$ cat config.mk
export PLATFORM = sky130hd
export DESIGN_NAME = serial_parity_engine
export DESIGN_NICKNAME = d
export VERILOG_FILES = /design/src/rtl/serial_parity_engine.sv
export SDC_FILE = /design/constraint.sdc
export NUM_CORES = 1
export LEC_CHECK = 0
export CAP_MARGIN = 30
export CORE_MARGIN = 1.5
export CORE_UTILIZATION = 50
export CTS_BUF_LIST = sky130_fd_sc_hd__clkbuf_8
export CTS_CLUSTER_DIAMETER = 100
export DETAILED_ROUTE_END_ITERATION = 7
export PLACE_DENSITY = 0.79
export SLEW_MARGIN = 20
export SYNTH_ARGS = -nofsm -noshare
export SYNTH_HDL_FRONTEND = slang
export SYNTH_SLANG_ARGS = --single-unit
$ cat constraint.sdc
create_clock -name clk -period 2.05 [get_ports clk]
set_input_delay 0.205 -clock clk [delete_from_list [all_inputs] [get_ports clk]]
set_output_delay 0.205 -clock clk [all_outputs]
set_load 0.05 [all_outputs]
$ cat src/rtl/serial_parity_engine.sv
// -----------------------------------------------------------------------------
// serial_parity_engine
//
// Serial parity generator/checker for single-bit data streams. Collects
// FRAME_BITS data bits per frame (qualified by bit_valid, gaps allowed) and
// reports even or odd parity. In check mode the frame carries one trailing
// received parity bit which is compared against the computed parity.
//
// State table:
//   IDLE | no frame in progress; first accepted bit starts a frame
//   DATA | data bits being accumulated
//   PAR  | all data bits received; waiting for the trailing parity bit
//
// Ports:
//   clk        in   clock, rising edge
//   reset      in   synchronous, active-high reset
//   bit_in     in   serial data or parity bit
//   bit_valid  in   bit_in accepted on this edge when high
//   odd_mode   in   1 = odd parity, 0 = even; sampled on the first bit of a frame
//   check_en   in   1 = frame carries a trailing parity bit; sampled with odd_mode
//   abort      in   drop the current frame; wins over bit_valid
//   p          out  parity of the last completed frame, held until next p_valid
//   p_valid    out  one-cycle pulse, frame complete
//   err        out  one-cycle pulse with p_valid on check-mode mismatch
//   busy       out  frame partially received
//   bit_count  out  data bits accepted in the current frame
// -----------------------------------------------------------------------------
module serial_parity_engine #(
    parameter int FRAME_BITS = 8,
    parameter int CNT_W      = $clog2(FRAME_BITS + 1)
) (
    input  logic             clk,
    input  logic             reset,
    input  logic             bit_in,
    input  logic             bit_valid,
    input  logic             odd_mode,
    input  logic             check_en,
    input  logic             abort,
    output logic             p,
    output logic             p_valid,
    output logic             err,
    output logic             busy,
    output logic [CNT_W-1:0] bit_count
);

    typedef enum logic [1:0] {
        IDLE = 2'd0,
        DATA = 2'd1,
        PAR  = 2'd2
    } state_t;

    localparam logic [CNT_W-1:0] LAST_CNT = CNT_W'(FRAME_BITS);

    state_t           state;
    logic             acc;
    logic             mode_q;
    logic             chk_q;

    logic             acc_next;
    logic             mode_eff;
    logic             chk_eff;
    logic [CNT_W-1:0] cnt_next;
    logic             last_bit;
    logic             exp_data;
    logic             exp_par;

    // In IDLE the incoming bit starts a fresh frame, so the accumulator and
    // mode come straight from the inputs rather than from the held registers.
    // This lets the last data bit's parity be produced on the same edge that
    // accepts it.
    always_comb begin
        acc_next = acc ^ bit_in;
        mode_eff = mode_q;
        chk_eff  = chk_q;
        cnt_next = bit_count + CNT_W'(1);
        if (state == IDLE) begin
            acc_next = bit_in;
            mode_eff = odd_mode;
            chk_eff  = check_en;
            cnt_next = CNT_W'(1);
        end
        last_bit = (cnt_next == LAST_CNT);
        exp_data = acc_next ^ mode_eff;
        exp_par  = acc ^ mode_q;
    end

    always_ff @(posedge clk) begin
        if (reset) begin
            state     <= IDLE;
            acc       <= 1'b0;
            mode_q    <= 1'b0;
            chk_q     <= 1'b0;
            bit_count <= '0;
            p         <= 1'b0;
            p_valid   <= 1'b0;
            err       <= 1'b0;
        end else begin
            p_valid <= 1'b0;
            err     <= 1'b0;
            if (abort) begin
                // In IDLE these already hold their idle values, so abort is a no-op there.
                state     <= IDLE;
                acc       <= 1'b0;
                bit_count <= '0;
            end else if (bit_valid) begin
                case (state)
                    IDLE, DATA: begin
                        if (state == IDLE) begin
                            mode_q <= odd_mode;
                            chk_q  <= check_en;
                        end
                        if (last_bit) begin
                            if (chk_eff) begin
                                state     <= PAR;
                                acc       <= acc_next;
                                bit_count <= LAST_CNT;
                            end else begin
                                state     <= IDLE;
                                acc       <= 1'b0;
                                bit_count <= '0;
                                p         <= exp_data;
                                p_valid   <= 1'b1;
                            end
                        end else begin
                            state     <= DATA;
                            acc       <= acc_next;
                            bit_count <= cnt_next;
                        end
                    end
                    PAR: begin
                        state     <= IDLE;
                        acc       <= 1'b0;
                        bit_count <= '0;
                        p         <= exp_par;
                        p_valid   <= 1'b1;
                        err       <= (bit_in != exp_par);
                    end
                    default: begin
                        state     <= IDLE;
                        acc       <= 1'b0;
                        bit_count <= '0;
                    end
                endcase
            end
        end
    end

    assign busy = (state != IDLE);

endmodule

==> results.py <==
metrics = {
    "outcome": {
        "outcome": "completed",
    },
    "sta": {
        "worst_pin_slew_ns": 0.494,
        "relSlewSlack_pct": 67.0,
        "max_freq_mhz": 570,
        "final_hold_viol_count": 0,
        "tns_ns": 0,
        "finalCriticalPeriod_ns": 1.75,
        "slew_violations": 0,
        "fin_crit_sh_pct": 85.5,
        "grt_setup_unrepaired": "no",
        "final-setup-viol-count": 0,
        "timing.clock.skew_ns": 0.00410,
    },
    "drt": {
        "vias": 575,
        "detail_route.first_pass.iterations": 4,
        "drt_wl_total_um": 1340,
        "ant_nets": 0,
        "drt_drc_violations_left": 0,
        "dr.first_iter.drc_count": 14,
        "route.detailed.vias_per_inst": 5.48,
        "wl_per_cell_um": 12.8,
    },
    "critical_path": {
        "path_delay_family": "flip-flops",
        "critical_path_required_ns": 2.19,
        "timing.critical_path.fanout_max": 6,
        "kind_of_start_point_of_the_critical_path": "flip-flop",
        "critPathKind": "reg2reg",
        "worst-endpoint-arrival_ns": 1.89,
        "slowest_delay_ns": 0.41,
        "critical_path.slowest_cell": "sky130_fd_sc_hd__dfxtp_1",
        "cp-end-kind": "flip-flop",
        "worstPathBufferInverterCount": 0,
        "critical_path_cell_list": "ha_1 -> xor2_1 -> nor2_1 -> and4_4 -> a31oi_2 -> mux2_4",
    },
    "clock_network": {
        "clkTransAtPathRegs_ns": 0.05,
        "cts_resized": 0,
        "htreeDepth": 1,
        "clock_tree.buffer_depth": 2,
        "tritoncts.num_buffers": 3,
        "clkLatencyLatePin_ns": 0.25,
        "postCtsSetupBuffers": 0,
        "number_of_hold_buffers_added_after_cts": 0,
        "root_buffer": "sky130_fd_sc_hd__clkbuf_8",
        "numClockSinks": 12,
        "cts_tree": "yes",
    },
    "pwr": {
        "pwr_density_cell_nw_per_um2": 658,
        "cellLeakagePower_nw": 0.340,
        "vdd.ir_drop.worst_v": 0.000420,
        "post-layout-total-power_uw": 573,
    },
    "floorplan": {
        "die_height_um": 39.8,
        "start_util_pct": 52.6,
        "core_um2": 1280,
        "rows": 13,
        "boundaryPins": 15,
        "fp.dieArea_um2": 1580,
        "die-width_um": 39.8,
    },
    "synthesis": {
        "synth-seq-cells": 12,
        "synth.cell_area_um2": 676,
        "synth_edf_count": 0,
        "synthesis.nets": 83,
        "netlist.area_leader.share_pct": 35.6,
        "ys_async_sr_fraction_pct": 0,
        "synth-seq-area-share_pct": 35.6,
        "synth_cells": 75,
        "synthesis.area_per_instance_um2": 9.01,
        "post_synth_main_area_contributors": "sky130_fd_sc_hd__dfxtp_1 36%, sky130_fd_sc_hd__a21oi_1 5.9%, sky130_fd_sc_hd__nor2_1 5.0%, sky130_fd_sc_hd__xnor2_1 3.9%, sky130_fd_sc_hd__nand3_1 3.7%",
        "yosys_warning_count": 0,
        "netlist-cell-type-count": 32,
        "yosys.area.top_type": "sky130_fd_sc_hd__dfxtp_1",
        "synthFlopType": "sky130_fd_sc_hd__dfxtp_1",
    },
    "global_routing": {
        "grt_usage_pct": 22.0,
        "first_global_vias": 501,
        "grt_max_degree": 14,
        "grt_antenna_before_repair": 0,
        "grt.overflow.total": 0,
        "global_route_wire_length_before_repair_um": 2190,
    },
    "flow_run": {
        "max_cap_viol_count": 0,
    },
    "cells_and_area": {
        "layout-area-overhead-vs-synth_pct": 28.9,
        "layout.cells.most_common": "sky130_fd_sc_hd__clkdlybuf4s50_1",
        "layout-drive-gt1-share_pct": 15.6,
        "final_nets": 99,
        "layout.cells.most_common_list": "13 x sky130_fd_sc_hd__clkdlybuf4s50_1, 12 x sky130_fd_sc_hd__dfxtp_1, 9 x sky130_fd_sc_hd__nor2_1, 8 x sky130_fd_sc_hd__a21oi_1, 5 x sky130_fd_sc_hd__nand3_1",
        "antenna-diode-count": 0,
    },
    "placed_design": {
        "gp_routability_congestion": 0.763,
        "place_hpwl_um": 971,
        "portBuffers": 14,
    },
    "hold_path": {
        "hold_path.class": "reg2reg",
    },
}
-- power by group --
part	switching [mW]	internal [mW]	leakage, nW
sequential	0.00603	0.238	0.0974
clock	0.0880	0.170	0.0288
combinational	0.0349	0.0362	0.214
total	0.129	0.444	0.340
-- final timing paths --
kind                startpoint      endpoint  slack (ns)  cells after the start
setup reg to reg  bit_count[0]             p        0.30                      6
hold reg to reg   bit_count[1]  bit_count[1]        0.50                      2
hold / removal    bit_count[1]  bit_count[1]        0.50                      2
setup / recovery  bit_count[0]             p        0.30                      6
-- final cells by class --
class | instances | area (um2)
tap | 15 | 18.8
clock buffer | 4 | 55.1
multi-input combinational | 59 | 412
timing repair buffer | 15 | 145
sequential | 12 | 240
fill | 104 | 414
-- worst reg2reg max path, cell delays in order (launching register included) --
cell and delay (ns):
sky130_fd_sc_hd__dfxtp_1 0.41, sky130_fd_sc_hd__ha_1 0.23, sky130_fd_sc_hd__xor2_1 0.20, sky130_fd_sc_hd__nor2_1 0.07, sky130_fd_sc_hd__and4_4 0.21, sky130_fd_sc_hd__a31oi_2 0.23, sky130_fd_sc_hd__mux2_4 0.31
-- cells by family (layout without fill, tap and decap cells) --
logic type               Yosys count  in the layout  synth area share, %
AO/OA/AOI/OAI                     14             14                 13.9
multiplexers                       4              4                 8.52
flip-flops                        12             12                 35.6
adder cells (fa/ha/maj)            1              1                 1.85
XOR/XNOR                           5              5                 6.48
AND/OR/NAND/NOR                   35             35                 30.2
buffers and inverters              4             19                 3.52
-- Yosys cell counts, types with 2 or more instances --
cell type / instances
sky130_fd_sc_hd__nor2_1: 9
sky130_fd_sc_hd__nand2_1: 3
sky130_fd_sc_hd__mux2i_1: 2
sky130_fd_sc_hd__clkbuf_1: 2
sky130_fd_sc_hd__nand3_1: 5
sky130_fd_sc_hd__or2b_1: 2
sky130_fd_sc_hd__a21oi_1: 8
sky130_fd_sc_hd__dfxtp_1: 12
sky130_fd_sc_hd__nand2b_1: 3
sky130_fd_sc_hd__xnor2_1: 3
sky130_fd_sc_hd__nor2b_1: 3
sky130_fd_sc_hd__or2_2: 2
sky130_fd_sc_hd__xor2_1: 2
-- layer usage --
layer | GRT usage [%] | vias to the layer above | share of wire (%)
li1 | - | 294 | -
met1 | 24.1 | 260 | 44
met2 | 34.8 | 17 | 47
met3 | 10.8 | 4 | 6.9
met4 | 10.3 | 0 | 1.9
met5 | 0 | - | 0
-- metrics by stage --
| step | hold WS (ns) | instances | cell area, um2 | utilization (%) | setup slack, ns |
|---|---|---|---|---|---|
| finish | 0.504 | 105 | 871 | 67.8 | 0.296 |
| global route | 0.546 | 105 | 871 | 67.8 | 0.197 |
| CTS | 0.511 | 105 | 871 | 67.8 | 0.283 |
| detailed placement | 0.500 | 101 | 816 | 63.5 | 0.320 |
| global placement | 0.491 | 101 | 816 | 63.5 | 0.410 |
| floorplan | 0.277 | 75 | 676 | - | 0.0632 |
-- registers in the layout (all words and copies together), names as in the netlist --
signal,flops
err,1
bit_count,4
state,2
p,1
chk_q,1
acc,1
mode_q,1
p_valid,1
Note: power is estimated with default switching activity, not from simulation.
